[src/rtl/cim_collect_pkg.sv]
// Shared defaults and FSM state encoding for the CIM bit-plane result collector.
package cim_collect_pkg;

    localparam int LANES_DEF  = 16;
    localparam int LANE_W_DEF = 12;
    localparam int NBITS_DEF  = 8;
    localparam int ACC_W_DEF  = LANE_W_DEF + NBITS_DEF;

    typedef enum logic [1:0] {
        IDLE  = 2'd0,
        ACCUM = 2'd1,
        HOLD  = 2'd2
    } state_t;

endpackage

[src/rtl/cim_lane_acc.sv]
// One lane's shift-add accumulator for MSB-first bit planes.
// With CIM_SIGNED_MSB_EN defined the first plane carries negative weight (two's complement).
module cim_lane_acc #(
    parameter int LANE_W = 12,
    parameter int ACC_W  = 20
) (
    input  logic              clk,
    input  logic              rst,
    input  logic              en,
    input  logic              first,
    input  logic [LANE_W-1:0] lane,
    output logic [ACC_W-1:0]  acc
);

    logic [ACC_W-1:0] lane_ext;
    assign lane_ext = ACC_W'(lane);

    // The first plane overwrites whatever a previous operation left behind.
    always_ff @(posedge clk) begin
        if (rst) begin
            acc <= '0;
        end else if (en) begin
            if (first) begin
`ifdef CIM_SIGNED_MSB_EN
                acc <= '0 - lane_ext;
`else
                acc <= lane_ext;
`endif
            end else begin
                acc <= {acc[ACC_W-2:0], 1'b0} + lane_ext;
            end
        end
    end

endmodule

[src/rtl/cim_result_collector.sv]
// Collects NBITS bit-plane results per lane into ACC_W-wide sums and holds them for the consumer.
// Optional build macro CIM_SIGNED_MSB_EN selects two's-complement (negative-weight MSB plane) accumulation.
module cim_result_collector
    import cim_collect_pkg::*;
#(
    parameter  int LANES  = LANES_DEF,
    parameter  int LANE_W = LANE_W_DEF,
    parameter  int NBITS  = NBITS_DEF,
    localparam int ACC_W  = LANE_W + NBITS
) (
    input  logic                     clk,
    input  logic                     rst,
    input  logic                     q_valid,
    input  logic [LANES*LANE_W-1:0]  q_in,
    output logic                     q_ready,
    output logic                     out_valid,
    input  logic                     out_ready,
    output logic [LANES*ACC_W-1:0]   out_data,
    output logic                     busy
);

    localparam int CNT_W = (NBITS > 1) ? $clog2(NBITS) : 1;
    localparam logic [CNT_W-1:0] CNT_LAST = CNT_W'(NBITS - 1);

    state_t           state;
    logic [CNT_W-1:0] cnt;
    logic             accept;
    logic             first;

    assign accept = q_valid && q_ready;
    assign first  = (cnt == '0);

    // q_ready, out_valid and busy are registered alongside the state so they never glitch.
    always_ff @(posedge clk) begin
        if (rst) begin
            state     <= IDLE;
            cnt       <= '0;
            q_ready   <= 1'b1;
            out_valid <= 1'b0;
            busy      <= 1'b0;
        end else begin
            case (state)
                IDLE, ACCUM: begin
                    if (accept) begin
                        busy <= 1'b1;
                        if (cnt == CNT_LAST) begin
                            state     <= HOLD;
                            cnt       <= '0;
                            q_ready   <= 1'b0;
                            out_valid <= 1'b1;
                        end else begin
                            state <= ACCUM;
                            cnt   <= cnt + 1'b1;
                        end
                    end
                end
                HOLD: begin
                    if (out_ready) begin
                        state     <= IDLE;
                        q_ready   <= 1'b1;
                        out_valid <= 1'b0;
                        busy      <= 1'b0;
                    end
                end
                default: begin
                    state     <= IDLE;
                    cnt       <= '0;
                    q_ready   <= 1'b1;
                    out_valid <= 1'b0;
                    busy      <= 1'b0;
                end
            endcase
        end
    end

    for (genvar i = 0; i < LANES; i++) begin : g_lane
        cim_lane_acc #(
            .LANE_W (LANE_W),
            .ACC_W  (ACC_W)
        ) u_acc (
            .clk   (clk),
            .rst   (rst),
            .en    (accept),
            .first (first),
            .lane  (q_in[i*LANE_W +: LANE_W]),
            .acc   (out_data[i*ACC_W +: ACC_W])
        );
    end

endmodule

[config.mk]
export PLATFORM = sky130hd
export DESIGN_NAME = cim_result_collector
export DESIGN_NICKNAME = d
export VERILOG_FILES = /design/src/rtl/cim_collect_pkg.sv /design/src/rtl/cim_lane_acc.sv /design/src/rtl/cim_result_collector.sv
export SDC_FILE = /design/constraint.sdc
export NUM_CORES = 1
export LEC_CHECK = 0
export CAP_MARGIN = 20
export CELL_PAD_IN_SITES_DETAIL_PLACEMENT = 1
export CELL_PAD_IN_SITES_GLOBAL_PLACEMENT = 2
export CORE_MARGIN = 2
export CORE_UTILIZATION = 25
export CTS_BUF_LIST = sky130_fd_sc_hd__clkbuf_4
export CTS_CLUSTER_SIZE = 40
export DETAILED_ROUTE_END_ITERATION = 12
export GPL_ROUTABILITY_DRIVEN = 0
export GPL_TIMING_DRIVEN = 1
export PLACE_DENSITY_LB_ADDON = 0.12
export SYNTH_ARGS = -nofsm -noshare
export SYNTH_HDL_FRONTEND = slang
export SYNTH_SLANG_ARGS = --single-unit
[constraint.sdc]
create_clock -name clk -period 5 [get_ports clk]
set_input_delay 0.5 -clock clk [delete_from_list [all_inputs] [get_ports clk]]
set_output_delay 0.5 -clock clk [all_outputs]
set_load 0.1 [all_outputs]
==> metrics.md <==
| Metric | Value |
|---|---|
| Status | finished, final reports clean |
| Worst Skew | 0.0594 ns |
| Hpwl dp | 73.2 mm |
| Met1 GRT Util | 29.2% |
| Vias in the first global route | 23400 |
| Switching power | 4.20 mW |
| Flops & latches, synth | 328 |
| Slew HR | 20.9% |
| Final slew viol count | 0 |
| Most used cell, CP | buf_4 |
| GRT met2 Usage | 31.9% |
| Met3 track demand over resource | 5.46% |
| Detailed Route Iter0 Violations | 951 |
| Clk Latency, worst-skew pair | 0.91 ns |
| Fin nets | 3729 |
| Mapped cell area | 0.0218 sq mm |
| CP max FO | 56 |
| Clk sinks | 328 |
| CORE AREA | 0.0866 sq mm |
| Die H | 300 um |
| Row count | 108 |
| Synth warn | 0 |
| Sequential fraction of the synthesis area | 30.1% |
| GR peak layer | met2 |
| Max cap viols | 0 |
| Crit Path Category | reg2reg |
| Sw Share | 43.5% |
| Post-synth ARST share | 0% |
| Setup tns final | 0 ns |
| Peak supply drop | 0.127 mV |
| Worst setup SP type | register |
| Chip width | 300 um |
| Final Hold Vio Count | 0 |
| Synth cell types | 71 |
| Drt first pass iters | 5 |
| Num CTS Buffers | 113 |
| Clock share of power | 30.5% |
| First-pass GRT wire length | 148 mm |
| Initial antenna violation count | 21 |
| Clk slew on worst S/H paths | 0.06 ns |
| Number of synthesized flops with an enable pin | 0 |
| Int Power | 5.46 mW |
| Comb pwr share | 38.9% |
| Vias per cell | 5.08 |
| CTS tree | done |
| Wirelength per Cell | 21.4 um |
| Worst EP arrival | 3.98 ns |
| HP Class | in2reg |
| Cts repair resizes | 0 |
| Cell count after placement | 4377 |
| Layout cells sized above 1 | 6.70% |
| Syn Inst Count | 2813 |
| Mapped Nets | 3204 |
| Power per cell area | 326 mW/mm^2 |
| Clock root buffer | clkbuf_4 |
| Least-Margin Pin Slew | 1.18 ns |
| Post-synthesis average cell area | 7.77 sq um |
| Dpl cell area | 0.0282 sq mm |
| Die area | 0.0898 sq mm |
| Crit path buffers/inverters | 3 |
| # IOs | 519 |
| Setup Buffers After CTS | 0 |
| Detailed-route DRC error count | 0 |
| PortBufs | 518 |
| Total GRT Usage | 21.2% |
| Area Growth Syn to Fin | 35.8% |
| Starting Density | 25.2% |
| CTS H-tree depth | 3 |
| Fin area | 0.0297 sq mm |
| RSZ-0062 raised after global routing | no |
| Fmax | 0.315 GHz |
| Ys flop type | dfxtp_1 |
| Gr ovfl total | 0 |
| Slowest-stage cell, CP | buf_4 |
| Hold Buf Count CTS | 1 |
| LEAKAGE | 11.4 nW |
| Reg power frac | 30.6% |
| CP delay by family, top | simple AND/OR/NAND/NOR gates |
| CP endpoint kind | register |
| Final worst-path cycle share | 63.5% |
| Crit path time final | 3.17 ns |
| CP max stage delay | 0.60 ns |
| Cell breakdown of the critical path | inv_1 -> ha_1 -> nor2b_4 -> buf_4 -> nand2_1 -> nor2_4 -> buf_4 -> a22oi_1 -> o21ai_1 |
| Max Buffers Root-to-Sink | 3 |
| Final WL | 97.9 mm |
| Finish-stage setup viols | 0 |
| Largest net degree at the start of global routing | 78 |
| DR vias | 23300 |
| Final Non-Filler Cells | 4581 |
| Post-route ant nets | 0 |
| Worst EP required | 5.80 ns |
==> flip-flops by register name (all words and copies together) (netlist names) <==
name              flops
q_ready               1
cnt                   3
busy                  1
g_lane.u_acc.acc    320
out_valid             1
state                 2
==> worst reg2reg max path, stage by stage (launching register included) <==
cell and delay (ns):
dfxtp_1 0.35, inv_1 0.07, ha_1 0.21, nor2b_4 0.17
buf_4 0.60, nand2_1 0.46, nor2_4 0.58, buf_4 0.39
a22oi_1 0.13, o21ai_1 0.10
==> path summary, 6_finish.rpt <==
check | start | endpoint | slack (ns) | cells after the start
setup / recovery | cnt[0]$_SDFFE_PP0P_ | g_lane[3].u_acc.acc[10]$_SDFFE_PP0P_ | 1.83 | 9
hold / removal | q_in[144] | g_lane[12].u_acc.acc[0]$_SDFFE_PP0P_ | 0.17 | 3
setup reg to reg | cnt[0]$_SDFFE_PP0P_ | g_lane[3].u_acc.acc[10]$_SDFFE_PP0P_ | 1.83 | 9
hold reg to reg | g_lane[9].u_acc.acc[19]$_SDFFE_PP0P_ | g_lane[9].u_acc.acc[19]$_SDFFE_PP0P_ | 0.44 | 2
==> power groups by stage <==
stage | logic [mW] | registers [mW] | clock network (mW)
2_1_floorplan | 1.51 | 4.12 | 0
3_3_place_gp | 3.70 | 3.01 | 0
3_5_place_dp | 3.76 | 3.01 | 0
4_1_cts | 3.78 | 2.96 | 3.12
5_1_grt | 4.04 | 2.98 | 3.25
6_report | 3.76 | 2.96 | 2.95
==> through the flow <==
stage | hold slack [ns] | util (%) | power (mW) | setup WS (ns)
detailed placement | 0.439 | 32.6 | 6.78 | 1.30
finish | 0.165 | 34.2 | 9.67 | 1.83
floorplan | 0.508 | - | 5.62 | 1.81
CTS | 0.00816 | 34.2 | 9.86 | 1.70
global placement | 0.438 | 32.6 | 6.70 | 1.31
global route | 0.0731 | 34.2 | 10.3 | 1.60
==> synth_stat cells (55+ instances only) <==
cell	count	share of area (%)
dfxtp_1	328	30
nor2_1	307	5.3
nand3_1	77	1.8
clkbuf_1	111	1.9
a21oi_1	183	4.2
xnor2_1	83	3.3
o21ai_1	194	4.4
a211oi_1	113	3.9
o21ai_0	55	1.3
nand2_1	334	5.7
inv_1	78	1.3
nor3_1	95	2.2
ha_1	179	10
xor2_1	97	3.9
==> placed cells by master (no fill, tap or decap), drive strengths merged, types with 10 or more instances in the layout <==
cell type and count:
ha 179, and3 42, a211oi 113, nand2 334, a21oi 185, a32o 15
nand4 21, or3 25, nand2b 18, o211ai 18, buf 29, xor2 97
clkbuf 172, a21boi 20, nand3 77, clkdlybuf4s50 514, nor4 12, o21ai 249
o311ai 12, a21o 34, a311oi 38, a32oi 18, fa 16, xnor2 83
inv 80, dfxtp 328, or4 24, nor3 95, nor2b 35, diode 10
o21a 42, nor2 307, o31ai 12, or2 11, a22oi 33, clkinv 21
and2 10, o31a 13
==> routing by layer <==
layer  up-vias  wire (um)
met3       163       6070
met4        20       2790
met2       501      41700
li1      11400          -
met5         -        114
met1     11200      47300
==> final cells by class <==
type                    count  area, sq um
well taps                1155         1450
flip-flops and latches    328         6570
repair buffers            544         5410
inverters                  81          304
diodes                     10         25.0
fillers                 10500        57000
multi-input cells        2270        14500
clock inverters            21         90.1
clock buffers             172         1290
==> cells by family (layout without fill, tap and decap cells) <==
| kind of cell | count (synthesis) | after routing | share of synthesized area, % |
|---|---|---|---|
| AND/OR/NAND/NOR | 1031 | 1031 | 21.5 |
| buffers and inverters | 215 | 818 | 3.71 |
| flip-flops | 328 | 328 | 30.1 |
| AO/OA/AOI/OAI | 860 | 860 | 25.6 |
| other | 0 | 10 | 0 |
| XOR/XNOR | 180 | 180 | 7.22 |
| multiplexers | 4 | 4 | 0.183 |
| adder cells (fa/ha/maj) | 195 | 195 | 11.7 |
Note: power is estimated with default switching activity, not from simulation.
